### src/rtl/line_window_if.sv
// Pixel-in / window-out bundle between the capture side, the line-window
// sequencer and the downstream convolution stage.
interface line_window_if #(
  parameter int DW = 12,
  parameter int CW = 10
);
  logic          pix_valid;
  logic          pix_sof;
  logic [DW-1:0] pix_data;
  logic          shift_en;
  logic [DW-1:0] shift_data;
  logic          win_valid;
  logic [CW-1:0] win_x;
  logic [CW-1:0] win_y;
  logic          frame_done;
  logic          resync;

  modport master (
    output pix_valid, pix_sof, pix_data,
    input  shift_en, shift_data, win_valid, win_x, win_y, frame_done, resync
  );

  modport slave (
    input  pix_valid, pix_sof, pix_data,
    output shift_en, shift_data, win_valid, win_x, win_y, frame_done, resync
  );
endinterface

### src/rtl/line_window_seq.sv
// Line-buffer sequencer for the 3x3 window: raster position tracking and window flags.
// Optional frame/resync statistics counters: define LINE_WINDOW_SEQ_STATS_EN.
//
// state  | meaning
// IDLE   | waiting for an SOF pixel; other pixels are dropped
// ACTIVE | inside a frame, accepting pixels at (col_q,row_q)
// DONE   | last pixel taken; frame_done pulses on the following cycle
module line_window_seq #(
  parameter int IMG_W = 640,
  parameter int IMG_H = 480,
  parameter int DW    = 12,
  parameter int CW    = 10
) (
  input  logic         clk,
  input  logic         rst,
  line_window_if.slave lw
`ifdef LINE_WINDOW_SEQ_STATS_EN
  ,
  output logic [15:0]  frame_cnt_o,
  output logic [15:0]  resync_cnt_o
`endif
);

  typedef enum logic [1:0] {IDLE, ACTIVE, DONE} state_e;

  localparam logic [CW-1:0] COL_LAST = CW'(IMG_W - 1);
  localparam logic [CW-1:0] ROW_LAST = CW'(IMG_H - 1);
  localparam logic [CW-1:0] ONE      = CW'(1);
  localparam logic [CW-1:0] TWO      = CW'(2);

  state_e        state_q, state_d;
  logic [CW-1:0] col_q, col_d;
  logic [CW-1:0] row_q, row_d;
  logic          win_valid_q, win_valid_d;
  logic [CW-1:0] win_x_q, win_x_d;
  logic [CW-1:0] win_y_q, win_y_d;
  logic          frame_done_q, frame_done_d;
  logic          resync_q, resync_d;
  logic          accept;
  logic [CW-1:0] pix_c, pix_r;
  logic [DW-1:0] pix_data_w;

  always_comb begin
    accept       = lw.pix_valid & ((state_q == ACTIVE) | lw.pix_sof);
    pix_c        = lw.pix_sof ? '0 : col_q;
    pix_r        = lw.pix_sof ? '0 : row_q;
    state_d      = state_q;
    col_d        = col_q;
    row_d        = row_q;
    win_valid_d  = 1'b0;
    win_x_d      = win_x_q;
    win_y_d      = win_y_q;
    frame_done_d = (state_q == DONE);
    resync_d     = accept & lw.pix_sof & (state_q == ACTIVE);

    if (state_q == DONE) state_d = IDLE;

    if (accept) begin
      // window flags line up with the buffer contents after this same edge
      win_valid_d = (pix_c >= TWO) && (pix_r >= TWO);
      win_x_d     = pix_c - ONE;
      win_y_d     = pix_r - ONE;
      if (lw.pix_sof) begin
        state_d = ACTIVE;
        col_d   = ONE;
        row_d   = '0;
      end else if (col_q == COL_LAST) begin
        col_d = '0;
        if (row_q == ROW_LAST) begin
          row_d   = '0;
          state_d = DONE;
        end else begin
          row_d = row_q + ONE;
        end
      end else begin
        col_d = col_q + ONE;
      end
    end
  end

  always_ff @(posedge clk) begin
    if (!rst) begin
      state_q      <= IDLE;
      col_q        <= '0;
      row_q        <= '0;
      win_valid_q  <= 1'b0;
      win_x_q      <= '0;
      win_y_q      <= '0;
      frame_done_q <= 1'b0;
      resync_q     <= 1'b0;
    end else begin
      state_q      <= state_d;
      col_q        <= col_d;
      row_q        <= row_d;
      win_valid_q  <= win_valid_d;
      win_x_q      <= win_x_d;
      win_y_q      <= win_y_d;
      frame_done_q <= frame_done_d;
      resync_q     <= resync_d;
    end
  end

  assign pix_data_w    = lw.pix_data;
  assign lw.shift_en   = accept;
  assign lw.shift_data = pix_data_w;
  assign lw.win_valid  = win_valid_q;
  assign lw.win_x      = win_x_q;
  assign lw.win_y      = win_y_q;
  assign lw.frame_done = frame_done_q;
  assign lw.resync     = resync_q;

`ifdef LINE_WINDOW_SEQ_STATS_EN
  logic [15:0] frame_cnt_q, resync_cnt_q;

  always_ff @(posedge clk) begin
    if (!rst) begin
      frame_cnt_q  <= '0;
      resync_cnt_q <= '0;
    end else begin
      if (frame_done_q) frame_cnt_q <= frame_cnt_q + 16'd1;
      if (resync_q && (resync_cnt_q != 16'hFFFF)) resync_cnt_q <= resync_cnt_q + 16'd1;
    end
  end

  assign frame_cnt_o  = frame_cnt_q;
  assign resync_cnt_o = resync_cnt_q;
`endif

endmodule

### src/flat_wrapper.sv
// flat-port wrapper written by rule: the top's interface ports become plain ports
module line_window_seq_flat 
#(
  parameter int IMG_W = 640,
  parameter int IMG_H = 480,
  parameter int DW    = 12,
  parameter int CW    = 10
)
  (clk, rst, lw_pix_valid, lw_pix_sof, lw_pix_data, lw_shift_en, lw_shift_data, lw_win_valid, lw_win_x, lw_win_y, lw_frame_done, lw_resync);
  line_window_if #(.DW(DW), .CW(CW)) lw_i ();
  input  logic clk;
  input  logic rst;
  input wire logic [$bits(lw_i.pix_valid)-1:0] lw_pix_valid;
  input wire logic [$bits(lw_i.pix_sof)-1:0] lw_pix_sof;
  input wire logic [$bits(lw_i.pix_data)-1:0] lw_pix_data;
  output wire logic [$bits(lw_i.shift_en)-1:0] lw_shift_en;
  output wire logic [$bits(lw_i.shift_data)-1:0] lw_shift_data;
  output wire logic [$bits(lw_i.win_valid)-1:0] lw_win_valid;
  output wire logic [$bits(lw_i.win_x)-1:0] lw_win_x;
  output wire logic [$bits(lw_i.win_y)-1:0] lw_win_y;
  output wire logic [$bits(lw_i.frame_done)-1:0] lw_frame_done;
  output wire logic [$bits(lw_i.resync)-1:0] lw_resync;
  assign lw_i.pix_valid = lw_pix_valid;
  assign lw_i.pix_sof = lw_pix_sof;
  assign lw_i.pix_data = lw_pix_data;
  assign lw_shift_en = lw_i.shift_en;
  assign lw_shift_data = lw_i.shift_data;
  assign lw_win_valid = lw_i.win_valid;
  assign lw_win_x = lw_i.win_x;
  assign lw_win_y = lw_i.win_y;
  assign lw_frame_done = lw_i.frame_done;
  assign lw_resync = lw_i.resync;
  line_window_seq #(.IMG_W(IMG_W), .IMG_H(IMG_H), .DW(DW), .CW(CW)) u_core (.clk(clk), .rst(rst), .lw(lw_i));
endmodule
### config.mk
export PLATFORM = sky130hd
export DESIGN_NAME = line_window_seq_flat
export DESIGN_NICKNAME = d
export VERILOG_FILES = /design/src/rtl/line_window_if.sv /design/src/rtl/line_window_seq.sv /design/src/flat_wrapper.sv
export SDC_FILE = /design/constraint.sdc
export NUM_CORES = 1
export LEC_CHECK = 0
export BUFFER_PORTS_ARGS = -buffer_cell sky130_fd_sc_hd__buf_2
export CORE_UTILIZATION = 35
export CTS_CLUSTER_DIAMETER = 80
export DETAILED_ROUTE_END_ITERATION = 10
export GPL_TIMING_DRIVEN = 0
export PLACE_DENSITY = 0.57
export SYNTH_ARGS = -nofsm -noshare
export SYNTH_HDL_FRONTEND = slang
export SYNTH_SLANG_ARGS = --single-unit
export TNS_END_PERCENT = 5
### constraint.sdc
create_clock -name clk -period 1.9 [get_ports clk]
set_input_delay 0.285 -clock clk [delete_from_list [all_inputs] [get_ports clk]]
set_output_delay 0.285 -clock clk [all_outputs]
set_load 0.01 [all_outputs]
-- Yosys cells after proc, flatten, opt, wreduce, memory -nomap -nowiden
Index checks and enable logic that the tools add are counted.
- flip-flop bits (word level): 45
- output and inout port bits: 36
- bits of input ports: 16
- logic and storage cells: 38
- reduce and logical (&&, ||, !) cells: 4
- mux-type cells: 12
- $add $sub $neg: 4
- bitwise gates (word level): 4
- magnitude comparators: 2
- eq/ne operators: 4
- operators with widths (cell ; count):
    10-bit two-way mux ; 7
    10-bit by 1-bit adder with 10-bit output, second input constant ; 2
    10-bit by 2-bit >= comparator with 1-bit output, second input constant ; 2
    10-bit by 1-bit subtractor with 10-bit output, second input constant ; 2
    10-bit == test, second input constant ; 1
    10-bit by 9-bit == test with 1-bit output, second input constant ; 1
    2-bit two-way mux ; 5
    2-bit AND reduction ; 2
    1-bit bitwise AND ; 3
    2-bit by 1-bit == test with 1-bit output, second input constant ; 1
    2-bit == test, second input constant ; 1
    2-bit nonzero test ; 1
    1-bit logical AND ; 1
    1-bit bitwise OR ; 1

-- Logic depth before layout (Yosys ltp)
- depth after elaboration: 6
- gate-level depth with buffers: 9
- depth with buffers taken out: 7

-- Worst setup path after synthesis
Ideal clock, no wire load.
- path type: input to register
- from: input lw_pix_sof
- to: register u_core.win_y_q[8] (netlist: u_core.lw.win_y[8])
- arrival: 1.646 ns
- path buffers: 2
- library setup time: 0.142 ns
- slack: 0.112 ns
- required time: 1.758 ns
- stages: 9
- cells stage by stage: buf_2 inv_1 buf_2 nand2_1 ha_1 inv_1 or4_1 nand3_1 a31oi_1
- word-level cells in the longest chain between the ends: 2
- elaborated cells between the ends (all ways): 4
- those cells by class: 1 x add/sub; 1 x mux; 2 x bitwise
- ends and longest elaborated chain (item ; RTL line ; text):
    start: declaration ; flat_wrapper.sv:14 ; input wire logic [$bits(lw_i.pix_sof)-1:0] lw_pix_sof;
    10-bit two-way mux / 1-bit bitwise OR (equally long branches) ; line_window_seq.sv:46, line_window_seq.sv:44 ;
    10-bit by 1-bit subtractor with 10-bit output / 1-bit bitwise AND (equally long branches) ; line_window_seq.sv:62, line_window_seq.sv:44 ;
    end signal: assignment ; line_window_seq.sv:97 ; win_y_q <= win_y_d;
    end: declaration ; line_window_seq.sv:36 ; logic [CW-1:0] win_y_q, win_y_d;
Parallel ways exist; a longest one is shown, timed or not.
A chain may end at the register's enable or synchronous reset.

-- Final worst setup path
Same ends and word-level chain as after synthesis.

==> results.md <==
- Period utilisation layout: 96.5%
- Combinational share of power: between 10% and 20%
- GRT Max-Usage Layer: met2
- Commonest non-fill, non-tap cell in the layout: buf_2
- Mapped Cells: between 200 and 300
- Met2 usage in global routing: between 20 and 30%
- Tightest hold margin: 0.333 ns
- # hold bufs at CTS: 0
- Power Density: approximately 650 nW/um^2
- Cell Int Power: approximately 0.0014 W
- Multiplexer area fraction after synthesis: 0%
- DR iter-0 viols: 120
- Worst-Skew Late Latency: approximately 0.3 ns
- Synth Register Bits: 45
- CTS HTree Levels: 2
- Synth Area in Adders: between 3 and 4%
- Cell variety after synth: 51
- Setup Crit Path Kind: in -> reg
- Clk sinks: 45
- Pins Over Slew Limit: 0
- Share of the yosys chip area belonging to registers: between 30% and 40%
- Max-Cap Viols: 0
- Die Footprint: 7170 sq um
- Fmax: 546 MHz
- Vias after detailed routing: approximately 2200
- CP endpoint kind: flip-flop
- CTS buffer count: 5
- Worst EP required: roughly 2.1 ns
- Static Leak: around 1.2 nW
- Clock Skews: ~0.0042 ns
- Total power: between 0.0015 and 0.002 W
- Slew @ Worst Pin: 0.598 ns
- NetSw: about 0.00049 W
- Row count: 29
- Sequential share of power: between 50% and 60%
- Drt first pass iters: 6
- WL final: ~6.3 mm
- Top fanout value on the critical path: 10
- Vias in the first global route: between 2000 and 2500
- Clock Pin Slew Worst Setup and Hold Paths: around 0.08 ns
- Most frequent cells in the layout: buf_2 (47), dfxtp_1 (40), nor2_1 (27), nand2_1 (22), a21oi_1 (20)
- Syn Area/Cell: ~8.3 sq um
- Sw Ratio: between 20% and 30%
- Post-DP HPWL: 4.55 mm
- GPL Wtd Cong: roughly 0.87
- Dpl cells: ~410
- Core area: 6460 sq um
- Die Wd: ~85 um
- Design Area, Final: around 2800 sq um
- EDFF count, synth: 0
- Outcome: completed
- Post-route setup slack: 0.0674 ns
- Met1 usage in global routing: about a quarter
- Max_slew headroom: 60.1%
- Share of layout cells above drive strength 1: 26.4%
- WL/cell: 15.2 um
- Place WS: -0.342 ns
- ANT nets after route: 0
- Non-Filler Instances: roughly 410
- Syn Nets: ~310
- First-pass GRT wire length: ~10 mm
- Synth-to-Final Area Change: 17.8%
- Clock Tree Buf Depth: 2
- Hold Crit Class: in -> reg
- Total grt overflow: 0
- CTS tree: built
- Synth Area in Simple Gates: around a quarter
- Placed instance area: between 2000 and 3000 sq um
- Io pins: 52
- Final critical-path required period: 1.83 ns
- Via density: about 5.3
- Starting density of the core: around 37%
- Largest net degree at the start of global routing: 13
- Post-synth ARST share: 0%
- Yosys warns: 0
- N_diodes: 0
- IO buf count: 39
- Clock power frac: a little under a third
- Final-report setup violation count: 0
- Clk root buf: clkbuf_8
- WP data arrival: approximately 2 ns
- Layout Nets: around 360
- All-layer global routing usage: 18.4%
- Initial antenna violation count: 0
- Xor and xnor area share after synthesis: 7.33%
- Residual DRC: 0
- Worst VDD drop: between 0.0002 and 0.0003 V
- Cell Area, Synth: 2390 sq um
- Die Height: around 85 um
- Met3 global-route usage: about 3.8%
- Final Hold Fails: 0
- Compound-gate portion of the synthesized area: a little under a fifth
- Predominant post-synthesis flop cell: dfxtp_1
- CP Launch Type: input pin
- Largest family of logic cells by synthesized area: simple AND/OR/NAND/NOR gates
## cell usage after synthesis, types with 4 or more instances
cell type,n,area [sq um]
clkbuf_1,8,30.0
nand2_1,23,86.3
and3_1,4,25.0
xor2_1,12,105
buf_4,12,90.1
dfxtp_1,45,901
a211oi_1,4,30.0
and4_1,4,35.0
o21ai_1,16,80.1
nor3_1,17,85.1
inv_1,6,22.5
xnor2_1,8,70.1
a21oi_1,20,100
o21ai_0,7,35.0
nand3_1,6,30.0
buf_2,9,45.0
nor2_1,29,109
ha_1,6,75.1
and2_1,4,25.0
a31oi_1,6,37.5
## power groups by stage
stage	combinational, W	clock (W)	sequential [W]
4_1_cts	0.000264	0.000603	0.00101
6_report	0.000264	0.000573	0.00101
2_1_floorplan	0.000145	0	0.00104
5_1_grt	0.000292	0.000640	0.00101
3_3_place_gp	0.000253	0	0.00103
3_5_place_dp	0.000256	0	0.00103
## sequential cells by signal, summed over array words and instances, names as in the netlist
register and count:
u_core.lw.win_x 10, u_core.state_q 2, u_core.col_q 10, u_core.lw.win_y 10
u_core.row_q 10, u_core.lw.resync 1, u_core.lw.frame_done 1, u_core.lw.win_valid 1
## cell families (layout without fill, tap and decap cells)
kind of cell               Yosys count  in the layout
AOI/OAI and AO/OA                   72             72
xor gates and xnor gates            20             20
adders and majority gates            6              6
buffers and inverters               38             86
DFF                                 45             45
and+or+nand+nor                    108            108
## worst paths after layout
kind                startpoint                    to  slack, ns  cells past startpoint
max                 lw_pix_sof    u_core.lw.win_y[8]       0.07                     10
min reg2reg  u_core.state_q[0]  u_core.lw.frame_done       0.46                      1
max reg2reg    u_core.row_q[0]       u_core.row_q[7]       0.11                      6
min               lw_pix_valid       u_core.col_q[6]       0.33                      2
## what timing repair did
action / in CTS / in global routing
gates resized for setup: 8 / 9
setup buffers: 1 / 0
setup endpoints to repair: 7 / 14
pin swaps: 1 / 0
## metrics by stage
step	util (%)	TNS (ns)
global placement	41.5	-1.06
CTS	43.3	0
detailed placement	41.5	-1.09
floorplan	-	0
global route	43.6	-0.00894
finish	43.6	0
## routing by layer
layer / wire length, um / vias to the layer above
li1: - / 1113
met1: 2980 / 1041
met2: 3000 / 44
met3: 231 / 7
met4: 95 / 0
met5: 0 / -
## cell type report
cell class              count  area (sq um)
fillers                   693          3640
well taps                  77          96.3
repair buffers             40           203
clock buffers               8          80.1
plain buffers              31           188
flip-flops and latches     45           907
multi-input cells         206          1320
inverters                   7          26.3
## worst max-delay path, cell delays in order
cell	delay (ns)
buf_2	0.12
clkbuf_4	0.22
inv_1	0.06
buf_2	0.19
nand2_1	0.15
ha_2	0.27
inv_1	0.08
or4_1	0.48
nand3_1	0.10
a31oi_1	0.07
Power figures use the tool's default switching activity.
